## src/rtl/ship_tilt_ctrl.sv

```systemverilog
// Tilt-driven spaceship x position: dead-zone, sub-pixel velocity,
// screen clamping and a stale-sample freeze, updated once per frame.
module ship_tilt_ctrl #(
    parameter int H_RES        = 640,
    parameter int SCREEN_CORDW = 16,
    parameter int SPRITE_W_PX  = 51,
    parameter int START_X      = 295,
    parameter int SHIP_Y       = 300,
    parameter int DEAD_ZONE    = 16,
    parameter int SHIFT        = 2,
    parameter int MAX_SPEED    = 4,
    parameter int FRAC_BITS    = 4,
    parameter int STALE_FRAMES = 8,
    parameter bit INVERT       = 1'b0
) (
    input  logic                    clk_pix,
    input  logic                    rst,
    input  logic                    frame,
    input  logic                    accel_valid,
    input  logic signed [15:0]      accel_x,
    input  logic                    en,
    input  logic                    recenter,
    output logic [SCREEN_CORDW-1:0] sprite_x,
    output logic [SCREEN_CORDW-1:0] sprite_y,
    output logic                    at_left,
    output logic                    at_right,
    output logic                    stale
);

    localparam int PW    = SCREEN_CORDW + FRAC_BITS;
    localparam int X_MAX = H_RES - SPRITE_W_PX;
    localparam int SW    = $clog2(STALE_FRAMES + 1);

    localparam logic [PW-1:0] POS_MAX   = PW'(X_MAX * (1 << FRAC_BITS));
    localparam logic [PW-1:0] POS_START = PW'(START_X * (1 << FRAC_BITS));
    localparam logic [15:0]   VMAX      = 16'(MAX_SPEED * (1 << FRAC_BITS));
    localparam logic [15:0]   DZ        = 16'(DEAD_ZONE);
    localparam logic [SW-1:0] STALE_MAX = SW'(STALE_FRAMES);

    logic signed [15:0] tilt_q;
    logic [PW-1:0]      pos_q, pos_d;
    logic               left_q, left_d;
    logic               right_q, right_d;
    logic [SW-1:0]      cnt_q, cnt_d;

    logic signed [15:0]   t;
    logic [15:0]          m;
    logic [15:0]          excess;
    logic [15:0]          vmag;
    logic signed [PW+1:0] v;
    logic signed [PW+1:0] nxt;

    assign stale = (cnt_q == STALE_MAX);

    // -32768 has no positive twin, so both negation and |t| saturate.
    always_comb begin
        t = tilt_q;
        if (INVERT) begin
            t = (tilt_q == 16'sh8000) ? 16'sh7fff : -tilt_q;
        end
        if (t == 16'sh8000) begin
            m = 16'h7fff;
        end else if (t[15]) begin
            m = 16'(-t);
        end else begin
            m = 16'(t);
        end
        excess = '0;
        vmag   = '0;
        if (m > DZ) begin
            excess = (m - DZ) >> SHIFT;
            vmag   = (excess > VMAX) ? VMAX : excess;
        end
        v = signed'((PW + 2)'(vmag));
        if (t[15]) begin
            v = -v;
        end
        nxt = signed'({2'b00, pos_q}) + v;
    end

    always_comb begin
        pos_d   = pos_q;
        left_d  = left_q;
        right_d = right_q;
        cnt_d   = cnt_q;
        if (accel_valid) begin
            cnt_d = '0;
        end else if (frame && !stale) begin
            cnt_d = cnt_q + SW'(1);
        end
        if (recenter) begin
            pos_d   = POS_START;
            left_d  = 1'b0;
            right_d = 1'b0;
        end else if (frame && en && !stale) begin
            left_d  = 1'b0;
            right_d = 1'b0;
            if (nxt < 0) begin
                pos_d  = '0;
                left_d = 1'b1;
            end else if (nxt > signed'({2'b00, POS_MAX})) begin
                pos_d   = POS_MAX;
                right_d = 1'b1;
            end else begin
                pos_d = nxt[PW-1:0];
            end
        end
    end

    always_ff @(posedge clk_pix) begin
        if (rst) begin
            tilt_q  <= '0;
            pos_q   <= POS_START;
            left_q  <= 1'b0;
            right_q <= 1'b0;
            cnt_q   <= '0;
        end else begin
            if (accel_valid) begin
                tilt_q <= accel_x;
            end
            pos_q   <= pos_d;
            left_q  <= left_d;
            right_q <= right_d;
            cnt_q   <= cnt_d;
        end
    end

    assign sprite_x = pos_q[PW-1:FRAC_BITS];
    assign sprite_y = SCREEN_CORDW'(SHIP_Y);
    assign at_left  = left_q;
    assign at_right = right_q;

endmodule

```

## config.mk

```make
export PLATFORM = sky130hd
export DESIGN_NAME = ship_tilt_ctrl
export DESIGN_NICKNAME = d
export VERILOG_FILES = /design/src/rtl/ship_tilt_ctrl.sv
export SDC_FILE = /design/constraint.sdc
export NUM_CORES = 1
export LEC_CHECK = 0
export CAP_MARGIN = 10
export CORE_MARGIN = 2
export CORE_UTILIZATION = 40
export DETAILED_ROUTE_END_ITERATION = 10
export SYNTH_ARGS = -nofsm -noshare
export SYNTH_HDL_FRONTEND = slang
export SYNTH_SLANG_ARGS = --single-unit
```

## constraint.sdc

```tcl
create_clock -name clk_pix -period 12.55 [get_ports clk_pix]
set_clock_uncertainty 0.05 [all_clocks]
set_input_delay 1.8825 -clock clk_pix [delete_from_list [all_inputs] [get_ports clk_pix]]
set_output_delay 1.8825 -clock clk_pix [all_outputs]
set_load 0.05 [all_outputs]
```

Yosys cells after proc, flatten, opt, wreduce, memory -nomap -nowiden
Cells that the tools add are included.
{ "op_classes": {"add_sub_neg": 5, "magnitude_cmp": 4, "eq_ne": 2, "n_mux": 10, "reduce_logical": 6} }
{ "ops": {"columns": ["op", "count"], "rows": [
  ["$mux W20", 2],
  ["$mux W16", 2],
  ["$mux W14", 2],
  ["$add A21 B22 Y22", 1],
  ["$gt A22 B15 Y1 const B", 1],
  ["$lt A22 B1 Y1 const B", 1],
  ["$mux W22", 1],
  ["$neg A16 Y22", 1],
  ["$eq A16 B16 Y1 const B", 1],
  ["$gt A16 B5 Y1 const B", 1],
  ["$neg A16 Y16", 1],
  ["$sub A16 B5 Y16 const B", 1],
  ["$gt A14 B7 Y1 const B", 1],
  ["$add A4 B1 Y4 const B", 1],
  ["$eq A4 B4 Y1 const B", 1],
  ["$reduce_or A2 Y1", 2],
  ["$logic_and A1 B1 Y1", 3],
  ["$mux W1", 3],
  ["$logic_not A1 Y1", 1]
]} }
{ "totals": {"register_bits": 42, "input_bits": 22, "output_inout_bits": 35, "wordCells": 32} }

Logic depth before layout (Yosys ltp)
Gate-level depths: netlist of run 1.
{ "depth": {"word_depth": 13, "ltp_mapped": 31, "ltp_nobuf": 29} }

Worst setup path before layout of run 1
No wires, ideal clock.
{ "synth_path": {"path_type": "register -> register", "start": "reg tilt_q[0], in the netlist t[0]", "end": "reg pos_q[4]", "setup_time_ps": 129, "arrival_ps": 6252, "t_required_ps": 12371, "slack_ps": 6120, "stages_incl_launch_ff": 29, "n_path_buf": 2, "period_less_slack_ps": 6430, "cell_sequence": "dfxtp_1 > inv_1 > ha_1 > nor3b_1 > buf_4 > and4_1 > clkbuf_1 > nor2_1 > ha_1 > inv_1 > and3_1 > a31oi_1 > a211oi_2 > nand2_1 > a21o_1 > ha_1 > nand2_1 > o21ai_0 > fa_1 > a211oi_1 > o211ai_1 > and2_1 > o311ai_0 > nand2_1 > a21o_1 > a21o_1 > or4_4 > a21oi_1 > o31ai_1"} }
{ "synth_via": {"elab_chain_len": 13, "word_cells_on_any_way": 16, "classes_between": "add/sub: 4; order compare: 4; eq/ne: 1; mux: 7"} }
{ "synth_rtl": {"columns": ["item", "line", "source"], "rows": [
  ["start: declaration", "40", "logic signed [15:0] tilt_q;"],
  ["start signal: assignment", "119", "tilt_q <= accel_x;"],
  ["$neg A16 Y16", "64", "m = 16'(-t);"],
  ["$mux W16", "63", "end else if (t[15]) begin"],
  ["$mux W16 *", "61", "if (t == 16'sh8000) begin"],
  ["$sub A16 B5 Y16", "71", "excess = (m - DZ) >> SHIFT;"],
  ["$gt A14 B7 Y1", "72", "vmag = (excess > VMAX) ? VMAX : excess;"],
  ["$mux W14", "72", null],
  ["$mux W14 *", "70", "if (m > DZ) begin"],
  ["$neg A16 Y22", "76", "v = -v;"],
  ["$mux W22 *", "75", "if (t[15]) begin"],
  ["$add A21 B22 Y22 *", "78", "nxt = signed'({2'b00, pos_q}) + v;"],
  ["$gt A22 B15 Y1", "101", "end else if (nxt > signed'({2'b00, POS_MAX})) begin"],
  ["$mux W20", "101", null],
  ["$mux W20 *", "98", "if (nxt < 0) begin"],
  ["end signal: assignment", "121", "pos_q <= pos_d;"],
  ["end: declaration", "41", "logic [PW-1:0] pos_q, pos_d;"]
]} }
Mark *: on every way between the ends. The rest lies on a longest branch, timed or not.
A chain may end at the register's enable or synchronous reset.

Final worst setup path of run 1
{ "layout_path": {"start": "reg tilt_q[15], in the netlist t[15]", "end": "reg pos_q[9]"} }
{ "layout_via": {"elab_chain_len": 13, "word_cells_on_any_way": 16, "classes_between": "add/sub: 4; order compare: 4; eq/ne: 1; mux: 7"} }
{ "layout_rtl": {"columns": ["item", "line"], "rows": [
  ["$neg A16 Y16", "64"],
  ["$mux W16", "63"],
  ["$mux W16", "61"],
  ["$sub A16 B5 Y16", "71"],
  ["$gt A14 B7 Y1", "72"],
  ["$mux W14", "72"],
  ["$mux W14", "70"],
  ["$neg A16 Y22", "76"],
  ["$mux W22 *", "75"],
  ["$add A21 B22 Y22 *", "78"],
  ["$gt A22 B15 Y1", "101"],
  ["$mux W20", "101"],
  ["$mux W20 *", "98"]
]} }
Marks and branches as above.

==> results.md, run 1 <==
- The netlist uses 86 different library cells.
- The via count of the first global-routing pass is 4279.
- In the synthesized netlist, mux cells make up 4.67% of the area.
- The origin of the critical flop-to-flop path is t[15]$_SDFFE_PP0P_.
- The share of the Yosys chip area taken by registers is 17.7%.
- In the post-synthesis netlist, the biggest area contributors are sky130_fd_sc_hd__dfxtp_1, sky130_fd_sc_hd__ha_1, sky130_fd_sc_hd__buf_4, sky130_fd_sc_hd__nor2_1, sky130_fd_sc_hd__mux2i_1.
- Of the available clock period, the critical path in the final layout requires 63.0%.
- The flow ran to the end, but the final reports show violations.
- The sum of negative setup slack is 0 ns.
- TritonCTS built the clock tree.
- Leaving out fill and tap cells, the most frequent cell in the layout is sky130_fd_sc_hd__nor2_1.
- Port buffering added 40 buffers.
- Summing the areas of all fa, ha and maj instances in the mapped netlist gives 7.54% of the synthesized area.
- The library cells used most frequently in the layout, excluding fill and tap cells, are sky130_fd_sc_hd__nor2_1, sky130_fd_sc_hd__nand2_1, sky130_fd_sc_hd__dfxtp_1, sky130_fd_sc_hd__clkdlybuf4s50_1, sky130_fd_sc_hd__a21oi_1.
- The synthesized-area fraction occupied by xor and xnor cells is 5.17%.
- After layout, the minimum clock period comes to 7.91 ns.
- After synthesis, the largest area contributor takes up 17.7% of total cell area.
- The initial core utilization is 41.2%.
- Setup slack on the worst reg-to-reg path comes out at 4.64 ns.
- The repair_antennas step left the layout with diodes totalling 0.
- The clock latency on the worst-skew pair is ~0.30 ns.
- The DRC violation count after routing is 3.
- The worst-case clock buffer depth is 2.
- The type of element capturing the critical path is a flop.
- The clock tree root buffer cell is sky130_fd_sc_hd__clkbuf_16.
- After detailed routing, the average wire length per cell comes to 15.8 µm.
- In this run the post-CTS setup repair buffer count came out at 0.
- Of all flip-flops after synthesis, the portion carrying an async set or reset was 0%.
- The placeable core region is ~12000 µm².
- The die is 113 µm tall.
- The synthesized-area fraction occupied by and/or/nand/nor cells is 24.9%.
- The number of hold violations in the final report was 0.
- The number of clock buffers inserted by TritonCTS is 5.
- The endpoint of the lowest-slack register-to-register path is pos_q[9]$_SDFFE_PP1P_.
- The per-cell via count in the routed design is roughly 6.
- IR analysis of the VDD net gives a maximum drop of 0.0000515 V.
- The synthesized design contains 0 enable-type register cells.
- Post-CTS repair changed the size of 0 cells.
- The final-report max-slew violation count is 0.
- Synthesis produced between 600 and 700 cells.
- The synthesized design contains 42 register bits.
- The final reports fail on design-rule violations.
- The initial antenna violation count is 0.
- The maximum net fanout on the critical path is 37.
- At the end of the flow the core is filled with cells to approximately 45%.
- The clock-pin slew on the worst setup and hold paths is 0.06 ns.
- The aggregate global routing overflow is 0.
- The flip-flop cell with the highest count after synthesis is sky130_fd_sc_hd__dfxtp_1.
- The number of setup violations in the final report is 0.
- The arrival time of data at the critical path endpoint is just over 8 ns.
- Summed over all layers, the routed wires come to between 10 and 15 mm.
- The fraction of layout cells with a size suffix above 1 is under 10%.
- The pre-antenna-repair detailed-routing pass consisted of 8 iterations.
- The launching element type of the critical path is a flop.
- The origin of the worst setup path is t[15]$_SDFFE_PP0P_.
- The main combinational cell family by area after synthesis is compound AO/OA/AOI/OAI gates.
- The critical path is of the reg2reg type.
- The all-layer global routing usage is 19.6%.
- The relative slew slack is 28.0%.
- The routed layout has ~4500 vias.
- The H-tree depth reported by CTS is 2.
- Setup repair after global routing left no endpoint under its margin.
- The post-synthesis instance area is 4750 µm².
- The I/O pin total is 57.
- Summed over all instances, the cell type with the most area after synthesis is sky130_fd_sc_hd__dfxtp_1.
- The total leakage power is 2.16 nW.
- The weighted congestion at the end of routability-driven global placement is 0.898.
- For this design, the CTS-stage hold fixing added 0 buffers.
- The required time of the critical path is about 13 ns.
- Measured along the x axis, the die boundary spans 113 µm.
- Max-cap violations in this run came to 0.
- The synthesized netlist devotes 30.1% of its cell area to compound gates.
- The die covers 12800 µm².
- Entering global routing, the biggest net connects 38 pins.
- The DRC violation total after the first TritonRoute iteration is 240.
- The critical path ends at pos_q[9]$_SDFFE_PP1P_.
- The floorplan has 39 rows.
- The tightest min-delay check is of the reg2reg type.
- The measured slew at the worst slew-check pin is roughly 1.1 ns.
- At the end of the flow, the number of nets in the layout was 675.
- A synthesized cell averages 7.58 µm².
- Relative to the synthesized area, the layout overhead comes to 8.78%.
- The sum of net half-perimeters after detailed placement is 9.34 mm.
- The worst reg2reg path depth is 27.
- Counting the fill cells in the layout gives 1157.
- The first global-routing pass estimated ~21 mm of wire.
- The number of nets still failing antenna checks after routing is 0.
- Power spread over the standard cell area amounts to between 90 and 100 nW/µm².
- The TritonCTS sink count is 42.
- For this run, the number of Yosys warnings is 0.
- The achievable frequency is 0.126 GHz.
[metrics by stage]
stage	hold slack [ns]	area [µm²]	cells	setup slack (ns)	total power (W)
floorplan	0.380	4800	640	6.12	0.000321
finish	0.404	5160	769	4.64	0.000492
global route	0.440	5160	769	3.84	0.000527
CTS	0.412	5160	769	4.83	0.000495
detailed placement	0.401	5020	761	4.88	0.000360
global placement	0.394	5020	761	4.99	0.000359
[synth_stat cells (16+ instances only)]
master / instances
sky130_fd_sc_hd__buf_4: 33
sky130_fd_sc_hd__nor2_1: 63
sky130_fd_sc_hd__a21oi_1: 29
sky130_fd_sc_hd__xnor2_1: 16
sky130_fd_sc_hd__clkbuf_1: 26
sky130_fd_sc_hd__dfxtp_1: 42
sky130_fd_sc_hd__o211ai_1: 17
sky130_fd_sc_hd__inv_1: 21
sky130_fd_sc_hd__nand2_1: 53
sky130_fd_sc_hd__ha_1: 27
sky130_fd_sc_hd__mux2i_1: 21
sky130_fd_sc_hd__o21ai_0: 21
sky130_fd_sc_hd__a21o_1: 17
[registers in the layout (all words and copies together), names as in the netlist]
register	flops
pos_q	20
at_left	1
t	16
at_right	1
cnt_q	4
[where the power goes]
group | switching [W] | internal, W
Combinational | 0.000132 | 0.0000821
Clock | 0.0000572 | 0.0000739
Sequential | 0.00000864 | 0.000138
[critical path, cell delays in order, from the launching register on]
cell and delay, ns:
sky130_fd_sc_hd__dfxtp_1 0.31, sky130_fd_sc_hd__buf_4 0.33, sky130_fd_sc_hd__nor4b_1 0.54, sky130_fd_sc_hd__nand4_1 0.42, sky130_fd_sc_hd__nand2_1 0.27, sky130_fd_sc_hd__inv_1 0.07, sky130_fd_sc_hd__ha_1 0.25, sky130_fd_sc_hd__o21ai_0 0.18
sky130_fd_sc_hd__or4_4 0.20, sky130_fd_sc_hd__o211ai_1 0.10, sky130_fd_sc_hd__a211oi_2 0.51, sky130_fd_sc_hd__nand2_1 0.26, sky130_fd_sc_hd__a21o_1 0.24, sky130_fd_sc_hd__ha_1 0.21, sky130_fd_sc_hd__nor2_1 0.24, sky130_fd_sc_hd__a21o_1 0.21
sky130_fd_sc_hd__xnor2_1 0.09, sky130_fd_sc_hd__ha_1 0.34, sky130_fd_sc_hd__o211ai_1 0.14, sky130_fd_sc_hd__a21boi_1 0.46, sky130_fd_sc_hd__a311oi_1 0.22, sky130_fd_sc_hd__o21ai_0 0.32, sky130_fd_sc_hd__a21oi_1 0.12, sky130_fd_sc_hd__o41ai_1 0.62
sky130_fd_sc_hd__inv_1 0.20, sky130_fd_sc_hd__a211oi_1 0.47, sky130_fd_sc_hd__a22oi_4 0.22, sky130_fd_sc_hd__o31ai_2 0.22
[worst min-delay path by stage]
stage | startpoint | end | slack [ns] | cells after the start
after floorplan | pos_q[0]$_SDFFE_PP0P_ | pos_q[0]$_SDFFE_PP0P_ | 0.38 | 2
after global placement | pos_q[0]$_SDFFE_PP0P_ | pos_q[0]$_SDFFE_PP0P_ | 0.39 | 2
after detailed placement | pos_q[0]$_SDFFE_PP0P_ | pos_q[0]$_SDFFE_PP0P_ | 0.40 | 2
after CTS | pos_q[0]$_SDFFE_PP0P_ | pos_q[0]$_SDFFE_PP0P_ | 0.41 | 2
after global routing | pos_q[2]$_SDFFE_PP0P_ | pos_q[2]$_SDFFE_PP0P_ | 0.44 | 2
final | pos_q[0]$_SDFFE_PP0P_ | pos_q[0]$_SDFFE_PP0P_ | 0.40 | 2
[layout make-up]
type                    instances  area [µm²]  area share, %
well taps                     143         179           3.46
clock inverters                 2        13.8          0.267
clock buffers                   6         129           2.50
multi-input cells             511        3500           67.7
flip-flops and latches         42         841           16.3
inverters                      22        82.6           1.60
repair buffers                 43         423           8.19
[cells by family (layout without fill, tap and decap cells)]
logic type                 Yosys count  in the layout
and+or+nand+nor                    228            228
DFF                                 42             42
xor gates and xnor gates            28             28
other                                2             16
AOI/OAI and AO/OA                  189            189
buffers and inverters               87             73
adders and majority gates           28             28
muxes                               22             22
[layer usage]
metal	share of wire [%]	global-route usage [%]
met1	46	25.0
met2	46	32.3
met3	5.1	4.50
met4	2.3	7.15
met5	0	0
Note: power is estimated with default switching activity, not from simulation.
==> run 2: changes to the inputs <==
clock period = 7.1 ns   (was 12.55 ns; I/O delays follow)
==> results.md, run 2 (same netlist as run 1, synthesis figures left out) <==
- The count of buffering cells on the critical path with inverters included is 4.
- For this run the aggregate overflow at the end of global routing stands at 0.
- The clock tree root buffer cell is sky130_fd_sc_hd__clkbuf_16.
- The die area is 12800 µm².
- The congestion estimate from routability-driven global placement came to 0.881.
- The checks that failed: design-rule violations.
- The worst-case IR drop observed on VDD is 0.0000910 V.
- The routed via count is 4557.
- The per-cell routed wire length is 15.6 µm.
- The leading cell type in the layout, fill and taps excluded is sky130_fd_sc_hd__nor2_1.
- The relative slew slack is 23.3%.
- After floorplanning, the core was divided into 39 placement rows.
- The arrival time of data at the critical path endpoint is 6.80 ns.
- The initial antenna violation count was 0.
- The number of clock buffers inserted by TritonCTS is 5.
- Based on the critical path, the design can be clocked at up to 0.150 GHz.
- Summed over all nets, the half-perimeter wirelength after detailed placement is 9.53 mm.
- Buffers placed on the I/O ports in this run total 40.
- The via count of the first global-routing pass is around 4300.
- The final-report max-slew violation count is 0.
- Power comes to 0.000908 W.
- The post-placement worst setup slack is 0.0538 ns.
- Across the run, the number of max-cap violations was 0.
- The flow ran to the end, but the final reports show violations.
- The clock period could shrink to 6.68 ns.
- The per-cell via count in the routed design is 5.81.
- The required time of the critical path is 7.23 ns.
- The most frequent cell on the critical path is sky130_fd_sc_hd__or4_4.
- The repair_antennas step left the layout with diodes totalling 0.
- The worst-case clock buffer depth is 2.
- In the routed design, unresolved DRC markers number 3.
- For this run, the post-layout net count is a little under 700.
- The clock net in this run drives a total of 42 sinks.
- After clock tree synthesis, the clock-pin slew on the worst setup and hold paths is 0.06 ns.
- Entering global routing, the biggest net connects 37 pins.
- The smallest setup slack after layout is 0.425 ns.
- The wire length of the first global-routing pass is 20.6 mm.
- The maximum net fanout on the critical path is 12.
- The DRC violation total after the first TritonRoute iteration is about 250.
- The register with the most flip-flops in the layout has 20 of them.
- Setup repair after global routing left no endpoint under its margin.
- The critical path in this run is classified as reg2reg.
- The cell area after layout is 5360 µm².
- The worst setup path is captured at a flop.
- The launching element type of the critical path is a flop.
- The top cell family by delay on the critical path is compound AO/OA/AOI/OAI gates.
- In the layout the commonest cells are sky130_fd_sc_hd__nor2_1, sky130_fd_sc_hd__nand2_1, sky130_fd_sc_hd__dfxtp_1, sky130_fd_sc_hd__clkdlybuf4s50_1, sky130_fd_sc_hd__a21oi_1.
- The number of hold violations in the final report is 0.
- The tightest min-delay check is of the reg2reg type.
- The ratio of total power to cell area is 170 nW/µm².
- Summed over all cells, the static leakage comes to ~2.3 nW.
- The H-tree generated during clock tree synthesis spans 2 levels.
- The largest stage delay on the critical path is 0.47 ns.
- The cell area after placement is 5120 µm².
- The number of iterations in the first detailed-routing pass is 7.
- The number of nets still failing antenna checks after routing is 0.
- The die boundary height is 113 µm.
- For this run, the total global-route usage over all layers was measured as 19.5%.
- The final period utilization is between 90% and 100%.
- The fraction of layout cells with a size suffix above 1 is 12.1%.
- From left edge to right edge, the die measures 113 µm.
- The count of filler cells inserted in the layout is 1149.
- The measured slew at the worst slew-check pin is ~1.1 ns.
- The placeable core region is 11500 µm².
- Once the floorplan was initialized, standard cells occupied between 40% and 50% of the core.
- The most flop-heavy register is pos_q.
- The standard cell with the maximum stage delay on the critical path is sky130_fd_sc_hd__or4_4.
- For the worst-skew pair, the clock arrives at the later sink with an insertion delay of ~0.3 ns.
- The I/O pin total is 57.
- The sum of negative setup slack is 0 ns.
- The layout overhead on the synthesized area is 12.8%.
- TritonCTS built the clock tree.
- The number of setup violations in the final report is 0.
- The total wirelength of the detailed-routed design is roughly 12 mm.
==> run 2: changes by cell type in the layout (fill, tap and decap cells not counted), sizes merged <==
cell,before,now
buf,3,19
clkinv,2,1
clkinvlp,0,1
==> run 2: what timing repair did <==
item / 4_1_cts / 5_1_grt
hold buffers: 0 / 0
endpoints found under the setup margin: 0 / 16
buffers inserted: 0 / 3
endpoints found under the hold margin: 0 / 0
resized for setup: 0 / 11
==> run 2: power breakdown <==
part | internal, W | switching (W) | total, W | leakage (nW)
Sequential | 0.000244 | 0.0000155 | 0.000259 | 0.343
Clock | 0.000140 | 0.000107 | 0.000247 | 0.0729
Combinational | 0.000162 | 0.000240 | 0.000402 | 1.84
==> run 2: area by class of cell <==
| type | instances | area, µm² | share of cell area [%] |
|---|---|---|---|
| clock buffers | 6 | 139 | 2.59 |
| flip-flops and latches | 42 | 843 | 15.7 |
| multi-input cells | 511 | 3530 | 65.9 |
| well taps | 143 | 179 | 3.34 |
| clock inverters | 2 | 12.5 | 0.234 |
| repair buffers | 59 | 568 | 10.6 |
| inverters | 22 | 82.6 | 1.54 |
==> run 2: layer usage <==
metal  up-vias  track usage [%]  share of wire [%]
met4         0             6.59                1.5
li1       2305                -                  -
met1      2141             25.3                 48
met3        15             3.21                3.0
met2        96             32.9                 48
met5         -                0                  0
==> run 2: path summary, 6_finish.rpt <==
| kind | from | endpoint | slack, ns | depth (start not counted) |
|---|---|---|---|---|
| max reg2reg | t[0]$_SDFFE_PP0P_ | pos_q[4]$_SDFFE_PP1P_ | 0.42 | 26 |
| max | t[0]$_SDFFE_PP0P_ | pos_q[4]$_SDFFE_PP1P_ | 0.42 | 26 |
| min | pos_q[0]$_SDFFE_PP0P_ | pos_q[0]$_SDFFE_PP0P_ | 0.42 | 2 |
| min reg2reg | pos_q[0]$_SDFFE_PP0P_ | pos_q[0]$_SDFFE_PP0P_ | 0.42 | 2 |
==> run 2: worst min-delay path, stage by stage (launching register included) <==
cell and delay [ns]:
sky130_fd_sc_hd__dfxtp_1 0.31, sky130_fd_sc_hd__nand2_1 0.05, sky130_fd_sc_hd__o21ai_1 0.06
==> run 2: metrics by stage <==
| stage | hold slack, ns | utilization, % | instances |
|---|---|---|---|
| floorplan | 0.380 | - | 640 |
| global placement | 0.395 | 44.4 | 774 |
| detailed placement | 0.407 | 44.4 | 774 |
| CTS | 0.419 | 45.8 | 782 |
| global route | 0.445 | 46.5 | 785 |
| finish | 0.418 | 46.5 | 785 |
==> run 3: changes to the inputs <==
REMOVE_ABC_BUFFERS = 1   (was not set)
==> results.md, run 3 (same netlist as run 1, synthesis figures left out) <==
- After global routing the overflow that remains totals 0.
- The placeable core region is 11500 µm².
- The all-layer global routing usage is 19.4%.
- The worst min-delay path class is reg2reg.
- The number of hold violations in the final report is 0.
- The smallest setup slack after layout is 0.409 ns.
- Data arrives at the worst endpoint at 6.81 ns.
- The checks that failed: design-rule violations.
- Overall power consumption after layout is estimated at 0.000904 W.
- The total wirelength of the detailed-routed design is between 10 and 15 mm.
- In this run, placement finished with an instance count of 777.
- The HPWL after detailed placement is between 9 and 10 mm.
- Input and output buffers added on the ports amount to 40.
- The required time of the critical path is 7.22 ns.
- The relative slew slack is 17.3%.
- The final-report max-slew violation count was 0.
- The worst-case clock buffer depth is 2.
- At the end of routability-driven placement, the weighted congestion stood at 0.895.
- At the placement stage, the worst setup path has a slack of 0.0287 ns.
- The initial antenna violation count is 0.
- In the layout the commonest cells are sky130_fd_sc_hd__nor2_1, sky130_fd_sc_hd__nand2_1, sky130_fd_sc_hd__dfxtp_1, sky130_fd_sc_hd__clkdlybuf4s50_1, sky130_fd_sc_hd__a21oi_1.
- The per-cell via count in the routed design is about 5.7.
- The floorplan has 39 rows.
- On the worst path, the slowest cell contributes a delay of 0.64 ns.
- The fraction of layout cells with a size suffix above 1 is 12.8%.
- The worst voltage drop across the vdd grid is between 0.00007 and 0.00008 V.
- At the pin with the least slew margin, the transition time is 1.24 ns.
- The routed via count is 4496.
- The count of placed standard cells in the final layout, fillers left out is 786.
- After clock tree synthesis, the clock-pin slew on the worst setup and hold paths is 0.06 ns.
- From left edge to right edge, the die measures 113 µm.
- The largest net degree at the start of global routing is 23.
- The number of buffers and inverters on the critical path is 2.
- The number of setup violations in the final report is 0.
- The via count of the first global-routing pass is 4273.
- The H-tree generated during clock tree synthesis spans 2 levels.
- The leading cell type in the layout, fill and taps excluded is sky130_fd_sc_hd__nor2_1.
- The initial core utilization is between 40% and 50%.
- The flip-flop count of the largest register, all copies and words added is 20.
- The register with the most flip-flops in the final layout is pos_q.
- The total leakage power is 2.26 nW.
- The achievable frequency is between 0.1 and 0.15 GHz.
- The die area is about 13000 µm².
- The slowest stage of the critical path belongs to the cell sky130_fd_sc_hd__or4_1.
- The flow ran to the end, but the final reports show violations.
- For this design, the sink count on the clock tree is 42.
- After the last flow step, the layout net total stands at 692.
- The wire length of the first global-routing pass is 20.5 mm.
- The I/O pin total is 57.
- Measured along the y axis, the die boundary spans 113 µm.
- Traced cell by cell, the critical path runs through inv_1, ha_1, or4b_1, o31a_1, o211a_4, or3_1, or4_1, nand2_1, a21o_1, ha_1, inv_1, o21ai_0, a22o_1, ha_1, and3_1, a22o_1, o41ai_1, xor2_1, o311ai_1, a21o_1, a21o_1, or4_4, a21oi_1, o31ai_1.
- The final core utilization is 46.7%.
- 0 antenna diodes ended up in the layout.
- The ratio of total power to cell area is 168 nW/µm².
- After routing, the total negative slack on setup checks comes to 0 ns.
- The clock reaches the later pin of the worst-skew pair after 0.30 ns.
- STA classifies the critical path startpoint as a flop.
- The count of nets left with antenna violations once routing finished came out at 0.
- In the finished design, the share of the clock period the worst path needs comes to between 90% and 100%.
- The max-cap check violation count is 0.
- Relative to the synthesized area, the layout overhead comes to 13.3%.
- The post-route minimum period is between 6 and 7 ns.
- STA classifies the critical path endpoint as a flop.
- For this block, the initial DRC count from the detailed router was 221.
- The clock tree root buffer cell is sky130_fd_sc_hd__clkbuf_16.
- The DRC violation count after routing is 9.
- The first TritonRoute pass finished after 8 iterations.
- Among cell families on the critical path, the largest total delay comes from compound AO/OA/AOI/OAI gates.
- The worst setup path category is reg2reg.
- TritonCTS built the clock tree.
- In this run the worst path has a maximum fanout of 7.
- The number of clock buffers inserted by TritonCTS is 5.
- The per-cell routed wire length is 15.4 µm.
## run 3: cell count changes in the layout (fill, tap and decap cells not counted), moves of 2 or more
cell and change:
sky130_fd_sc_hd__buf_4 +2, sky130_fd_sc_hd__o41ai_1 +2, sky130_fd_sc_hd__o311ai_0 -2, sky130_fd_sc_hd__nand2_2 -2
sky130_fd_sc_hd__o41ai_2 -2
## run 3: routing by layer
metal / vias to the layer above / share of wire, % / GRT usage, %
met1: 2060 / 46 / 24.8
met2: 107 / 48 / 33.5
met3: 24 / 4.4 / 3.43
met4: 0 / 2.0 / 6.02
li1: 2305 / - / -
met5: - / 0 / 0
## run 3: metrics by stage
stage	hold slack [ns]	area [µm²]
6_report	0.408	5380
5_1_grt	0.436	5380
4_1_cts	0.412	5290
3_5_place_dp	0.401	5140
3_3_place_gp	0.389	5140
2_1_floorplan	0.380	4420
## run 3: cell type report
class | instances | area (µm²)
Fill cell | 1145 | 6140
Multi-Input combinational cell | 511 | 3560
Sequential cell | 42 | 843
Timing Repair Buffer | 60 | 563
Tap cell | 143 | 179
Clock buffer | 6 | 139
Inverter | 22 | 82.6
Clock inverter | 2 | 12.5
## run 3: final timing paths
| check | startpoint | to | slack [ns] | cells after the start |
|---|---|---|---|---|
| max | t[1]$_SDFFE_PP0P_ | pos_q[4]$_SDFFE_PP1P_ | 0.41 | 24 |
| min reg2reg | pos_q[0]$_SDFFE_PP0P_ | pos_q[0]$_SDFFE_PP0P_ | 0.41 | 2 |
| min | pos_q[0]$_SDFFE_PP0P_ | pos_q[0]$_SDFFE_PP0P_ | 0.41 | 2 |
| max reg2reg | t[1]$_SDFFE_PP0P_ | pos_q[4]$_SDFFE_PP1P_ | 0.41 | 24 |
## run 3: power by group
part / switching, W / internal, W
sequential: 0.0000165 / 0.000244
clock: 0.000103 / 0.000139
combinational: 0.000240 / 0.000161
total: 0.000360 / 0.000545
## run 3: worst register-to-register path, delay by kind of cell (launching register included)
family,cells,cell delay [ns]
AOI/OAI and AO/OA,12,2.59
buffers and inverters,2,0.18
DFF,1,0.35
and+or+nand+nor,6,2.36
adders and majority gates,3,0.77
xor gates and xnor gates,1,0.26
## run 3: repair_timing
| item | 4_1_cts | 5_1_grt |
|---|---|---|
| hold buffers | 0 | 0 |
| gates resized for setup | 0 | 19 |
| setup endpoints to repair | 0 | 16 |
| setup buffers | 0 | 1 |
